===== config.mk =====
export PLATFORM = sky130hd
export DESIGN_NAME = fd1hz_divider_flat
export DESIGN_NICKNAME = d
export VERILOG_FILES = /design/src/rtl/fd1hz_divider_pkg.sv /design/src/rtl/fd1hz_divider_if.sv /design/src/rtl/fd1hz_divider_tff_sync.sv /design/src/rtl/fd1hz_divider.sv /design/src/flat_wrapper.sv
export SDC_FILE = /design/constraint.sdc
export NUM_CORES = 1
export LEC_CHECK = 0
export ABC_AREA = 1
export CAP_MARGIN = 10
export CORE_ASPECT_RATIO = 1.4
export CORE_MARGIN = 2
export CORE_UTILIZATION = 45
export CTS_BUF_LIST = sky130_fd_sc_hd__clkbuf_8 sky130_fd_sc_hd__clkbuf_16
export DETAILED_ROUTE_END_ITERATION = 12
export GPL_TIMING_DRIVEN = 1
export SLEW_MARGIN = 15
export SYNTH_ARGS = -nofsm -noshare
export SYNTH_HDL_FRONTEND = slang
export SYNTH_SLANG_ARGS = --single-unit

===== constraint.sdc =====
create_clock -name clk -period 1.3 [get_ports clk]
set_input_delay 0.195 -clock clk [delete_from_list [all_inputs] [get_ports clk]]
set_output_delay 0.195 -clock clk [all_outputs]
set_load 0.02 [all_outputs]

===== src/rtl/fd1hz_divider_pkg.sv =====
// Shared timer-chain constants and types for the 1 Hz reference divider.
package timer_pkg;

  localparam int unsigned REF_HZ     = 32768;
  localparam int unsigned FD1HZ_BITS = 15;

  typedef logic [FD1HZ_BITS-1:0] div_cnt_t;

endpackage


===== src/rtl/fd1hz_divider_if.sv =====
// Control/output bundle of the 1 Hz divider: active-low preset in, divided clock out.
interface fd1hz_divider_if;

  logic pr;
  logic out;

  modport master (output pr, input out);
  modport slave  (input pr, output out);

endinterface


===== src/rtl/fd1hz_divider_tff_sync.sv =====
// One divider stage: toggle flip-flop with synchronous clear (dominant) and active-low preset.
module tff_sync (
  input  logic clk,
  input  logic clr,
  input  logic pr_n,
  input  logic t,
  output logic q
);

  always_ff @(posedge clk) begin
    if (clr)
      q <= 1'b0;
    else if (!pr_n)
      q <= 1'b1;
    else if (t)
      q <= ~q;
  end

endmodule


===== src/rtl/fd1hz_divider.sv =====
// Ripple-free synchronous binary divider: DIV_BITS toggle stages, MSB is the 50 % duty output.
module fd1hz_divider
  import timer_pkg::*;
#(
  parameter int unsigned DIV_BITS = FD1HZ_BITS
) (
  input  logic              clk,
  input  logic              clr,
  fd1hz_divider_if.slave    bus
);

  logic [DIV_BITS-1:0] q;
  logic [DIV_BITS-1:0] t;

  for (genvar k = 0; k < DIV_BITS; k++) begin : g_stage
    // Stage k toggles only when every lower stage is 1, i.e. on the carry into bit k.
    if (k == 0) begin : g_lsb
      assign t[k] = 1'b1;
    end else begin : g_upper
      assign t[k] = &q[k-1:0];
    end

    tff_sync u_tff (
      .clk  (clk),
      .clr  (clr),
      .pr_n (bus.pr),
      .t    (t[k]),
      .q    (q[k])
    );
  end

  assign bus.out = q[DIV_BITS-1];

endmodule


===== src/flat_wrapper.sv =====
// flat-port wrapper written by rule: the top's interface ports become plain ports
module fd1hz_divider_flat import timer_pkg::*;
#(
  parameter int unsigned DIV_BITS = FD1HZ_BITS
)
  (clk, clr, bus_pr, bus_out);
  fd1hz_divider_if bus_i ();
  input  logic clk;
  input  logic clr;
  input wire logic [$bits(bus_i.pr)-1:0] bus_pr;
  output wire logic [$bits(bus_i.out)-1:0] bus_out;
  assign bus_i.pr = bus_pr;
  assign bus_out = bus_i.out;
  fd1hz_divider #(.DIV_BITS(DIV_BITS)) u_core (.clk(clk), .clr(clr), .bus(bus_i));
endmodule

## Word-level counts from Yosys, hierarchy flattened

Index checks and enable logic that the tools add are counted.

- Bits in registers: 15
- Bits of input ports: 3
- Word-level logic and storage cells: 86

- Eq/ne operators: 14
- Muxes and demuxes: 29
- Bitwise logic cells: 15
- Reduce and logical (&&, ||, !) cells: 13

Operator list:

| cell | number |
|---|---|
| $mux 1 | 29 |
| $ne 2x1->1 const B | 14 |
| $not 1->1 | 15 |
| $reduce_and 14->1 | 1 |
| $reduce_and 13->1 | 1 |
| $reduce_and 12->1 | 1 |
| $reduce_and 11->1 | 1 |
| $reduce_and 10->1 | 1 |
| $reduce_and 9->1 | 1 |
| $reduce_and 8->1 | 1 |
| $reduce_and 7->1 | 1 |
| $reduce_and 6->1 | 1 |
| $reduce_and 5->1 | 1 |
| $reduce_and 4->1 | 1 |
| $reduce_and 3->1 | 1 |
| $reduce_and 2->1 | 1 |

## Logic depth before layout (Yosys ltp)

- Word-level depth: 3
- Mapped depth: 8
- Depth with buffers taken out: 8

## By module

A second synthesis with hierarchy kept.

- Cell total of the unflattened synthesis: 140
- Area, all modules: 860.8 sq um

By module, submodules not included:

| module | instances | cells each | area an instance (sq um) | sequential area each (sq um) |
|---|---|---|---|---|
| tff_sync | 15 | 7 | 47.5 | 20.0 |
| fd1hz_divider | 1 | 35 | 147.6 | 0.0 |

## Least setup slack after synthesis

No wires, ideal clock.

- Path kind: register to register
- From: register u_core.g_stage[3].u_tff.q
- To: register u_core.g_stage[14].u_tff.q
- Data arrival time: 0.926 ns
- Data required time: 1.191 ns
- Setup slack: 0.265 ns
- Cell stages (with the launch flop): 8
- Buffers on the path: 0
- Path through: dfxtp_1 > nand2_2 > nor2_2 > nand2_1 > o21ai_1 > nand3_1 > nand2_1 > inv_1

- Cells in the longest elaborated chain, start to end: 2

Ends and longest elaborated chain:

| what | RTL line | text |
|---|---|---|
| start: declaration | fd1hz_divider_tff_sync.sv:7 | `output logic q` |
| start signal: assignment | fd1hz_divider_tff_sync.sv:16 | `q <= ~q;` |
| $reduce_and 14->1 | fd1hz_divider.sv:20 | `assign t[k] = &q[k-1:0];` |
| $ne 2x1->1 (no source line) | -- |  |
| end signal: assignment | fd1hz_divider_tff_sync.sv:16 |  |
| end: declaration | fd1hz_divider_tff_sync.sv:7 |  |

Every way passes these cells.
A chain may end at the register's enable or synchronous reset.

## Worst setup path after layout

- From: register u_core.g_stage[8].u_tff.q
- To: register u_core.g_stage[14].u_tff.q

- Cells in the longest elaborated chain, start to end: 2

Ends and longest elaborated chain:

| what | RTL line |
|---|---|
| start: declaration | fd1hz_divider_tff_sync.sv:7 |
| start signal: assignment | fd1hz_divider_tff_sync.sv:16 |
| $reduce_and 14->1 | fd1hz_divider.sv:20 |
| $ne 2x1->1 (no source line) | -- |

Every way passes these cells.

==> metrics.md <==
| Metric | Value |
|---|---|
| Multi-input gate area | between 400 and 500 um2 |
| Initial antenna violation count | 0 |
| Class of the worst hold path | reg2reg |
| Avg WL per Cell | 10.4 um |
| DRC Markers | 0 |
| Setup TNS | 0 ns |
| Area grow syn2layout | 17.6% |
| Layout cells sized above 1 | ~15% |
| Sequential share of power | between 40% and 50% |
| Die Span Y | approximately 54 um |
| Largest family of logic cells by synthesized area | simple AND/OR/NAND/NOR gates |
| Switching share of power | around 28% |
| Clk_lat worst skew | 0.25 ns |
| Drt total wl | about 1.7 mm |
| Root buffer cell | clkbuf_8 |
| Worst-case clock buffer depth | 2 |
| Site Rows | 18 |
| Biggest register | u_core.g_stage.u_tff.q |
| Minimum clock period | 1.12 ns |
| Data required time of the critical path | 1.46 ns |
| Synth unique cells | 20 |
| Avg Vias per Cell | 4.77 |
| P per Cell Area | around 1100 mW/mm2 |
| Vias in the first global route | 787 |
| Sequential fraction of the synthesis area | a little under two fifths |
| Worst Path Arrival | approximately 1.3 ns |
| Final Skew | 0.00149 ns |
| Max FO, Critical Path | 4 |
| Mux cell area share after synthesis | 0% |
| Outcome | finished clean |
| Crit. End Element | flop |
| Initial Util | between 40% and 50% |
| Compound-Gate Fraction of Synth Area | between 10% and 20% |
| Leak | roughly 0.47 nW |
| Setup-failing EPs final | 0 |
| Cell total after placement | approximately 160 |
| First-pass GRT wire length | 2.99 mm |
| Seq cells post-synth | 15 |
| Grt ovf | 0 |
| Die area | ~0.0022 mm2 |
| RSZ-0062 raised after global routing | false |
| Worst Hold Path EP | u_core.g_stage[11].u_tff.q |
| Slew margin rel. | 87.3% |
| H-tree depth | 1 |
| Clk pin slew, worst setup/hold paths | 0.06 ns |
| Reg2reg end | u_core.g_stage[14].u_tff.q |
| Post-CTS Hold Buffers | 0 |
| Crit path launch type | flop |
| Ys Warns | 0 |
| Worst r2r path cells | 7 |
| Simple-Gate Fraction of Synth Area | between 40% and 50% |
| Xor/xnor share of the synthesized area | 0% |
| GRT Total Usage | 20.8% |
| CTS tree | yes |
| Hold depth | 2 |
| Gpl congestion | 0.817 |
| IO Count | 4 |
| IO buf count | 3 |
| Antenna Cells | 0 |
| Max Clock Freq | 889 MHz |
| Pre-Repair DR Iteration Count | 2 |
| Combinational share of power | 14.0% |
| Period utilization | about 87% |
| Switching power | around 0.29 mW |
| Maximum vdd drop | roughly 0.74 mV |
| Seq. cell area | between 300 and 400 um2 |
| Detailed placement HPWL | ~1.4 mm |
| R2R setup slack | 0.18 ns |
| Post-route insts no fill | 163 |
| Top Registers | u_core.g_stage.u_tff.q x15 |
| Area of the core | 0.00173 mm2 |
| Post-synthesis cell count | 131 |
| Slew Viols, Final | 0 |
| Clock share of power | a little over a third |
| Clk sink count | 15 |
| Syn_area_per_cell | between 6 and 7 um2 |
| CP Class | reg2reg |
| Int Pwr | just under 0.8 mW |
| Layout fillers | 174 |
| Area share of fa/ha/maj cells after synthesis | 0% |
| CTS Buf Count | 3 |
| Hold wc startpoint | u_core.g_stage[11].u_tff.q |
| Max Cap Viol | 0 |
| Syn nets | ~130 |
| Antenna viol nets, final | 0 |
| Worst-Margin Slew | 0.189 ns |
| R2R Path Start | u_core.g_stage[8].u_tff.q |
| Nets | 147 |
| Largest net degree at the start of global routing | 10 |
| Max reg flops | 15 |
| Vias | ~780 |
| DR iter-0 viols | 3 |
| Mapped cell area | 818 um2 |
| Die X | between 40 and 50 um |
| Final Hold Fails | 0 |
==> placed cells by master (no fill, tap or decap), drive strengths merged <==
| cell type | count |
|---|---|
| dlygate4sd2 | 1 |
| a21boi | 1 |
| nand3 | 6 |
| nor3 | 1 |
| nor2 | 28 |
| inv | 17 |
| o21ai | 6 |
| buf | 7 |
| dfxtp | 15 |
| clkdlybuf4s50 | 2 |
| a21oi | 12 |
| nand4 | 1 |
| clkbuf | 3 |
| nand2 | 42 |
| clkinv | 1 |
==> logic make-up after synthesis <==
kind of cell | Yosys count
flip-flops | 15
AO/OA/AOI/OAI | 19
buffers and inverters | 19
AND/OR/NAND/NOR | 78
==> Yosys cell counts <==
| cell type | count | share of area [%] |
|---|---|---|
| clkbuf_1 | 1 | 0.46 |
| inv_1 | 15 | 6.9 |
| nor3_2 | 1 | 1.2 |
| buf_2 | 1 | 0.61 |
| nor2_1 | 25 | 11 |
| a21boi_0 | 1 | 0.92 |
| o21ai_1 | 5 | 3.1 |
| dfxtp_1 | 15 | 37 |
| nand3_2 | 1 | 1.2 |
| o21ai_0 | 1 | 0.61 |
| nand4_1 | 1 | 0.77 |
| nand2_4 | 1 | 1.4 |
| a21oi_1 | 11 | 6.7 |
| inv_2 | 2 | 0.92 |
| nand2_2 | 2 | 1.5 |
| nand3_1 | 5 | 3.1 |
| nand2_1 | 39 | 18 |
| nor2_4 | 2 | 2.8 |
| a21oi_2 | 1 | 1.1 |
| nor2_2 | 1 | 0.77 |
==> critical path: stages (launching register included) <==
cell and delay [ns]:
dfxtp_1 0.39, nand2_1 0.13, nor2_1 0.13, nand2_1 0.09, o21ai_1 0.12, nand3_1 0.08
nand2_1 0.06, inv_1 0.04
==> stage by stage <==
stage	hold WS (ns)	setup slack (ns)	util (%)	cell area [um2]	power, mW
final	0.499	0.175	55.5	962	1.07
after CTS	0.502	0.168	55.5	962	1.08
after global placement	0.496	0.128	52.9	917	0.687
after floorplan	0.264	0.265	-	818	0.632
after global routing	0.537	0.00648	55.5	962	1.12
after detailed placement	0.490	0.0998	52.9	917	0.690
==> power groups by stage <==
stage               logic [mW]  clock network [mW]  registers, mW
floorplan               0.0966                   0          0.535
global placement         0.149                   0          0.538
detailed placement       0.152                   0          0.538
CTS                      0.151               0.398          0.528
global route             0.171               0.414          0.532
finish                   0.149               0.389          0.528
==> how the worst max path moves through the flow <==
stage / start / to / slack [ns] / depth (start not counted)
2_1_floorplan: u_core.g_stage[3].u_tff.q / u_core.g_stage[14].u_tff.q / 0.27 / 7
3_3_place_gp: bus_pr / u_core.g_stage[8].u_tff.q / 0.13 / 5
3_5_place_dp: bus_pr / u_core.g_stage[8].u_tff.q / 0.1 / 5
4_1_cts: u_core.g_stage[14].u_tff.q / bus_out / 0.17 / 1
5_1_grt: u_core.g_stage[7].u_tff.q / u_core.g_stage[13].u_tff.q / 0.006 / 7
6_report: u_core.g_stage[8].u_tff.q / u_core.g_stage[14].u_tff.q / 0.18 / 7
==> final cells by class <==
type / instances / area share [%]
clock inverters: 1 / 0.520
flip-flops and latches: 15 / 31.2
inverters: 17 / 6.63
well taps: 20 / 2.60
clock buffers: 3 / 4.29
multi-input cells: 97 / 46.3
repair buffers: 10 / 8.45
==> what timing repair did <==
item	in CTS	in global routing
gates resized for setup	1	0
buffers inserted	0	0
endpoints found under the setup margin	1	0
==> per-layer routing <==
| layer | vias up | part of all wire, % | GRT usage, % |
|---|---|---|---|
| met4 | 0 | 2.5 | 12.1 |
| met2 | 5 | 52 | 36.6 |
| met3 | 5 | 1.6 | 3.66 |
| met5 | - | 0 | 0 |
| met1 | 339 | 44 | 22.1 |
| li1 | 428 | - | - |
Note: power is estimated with default switching activity, not from simulation.
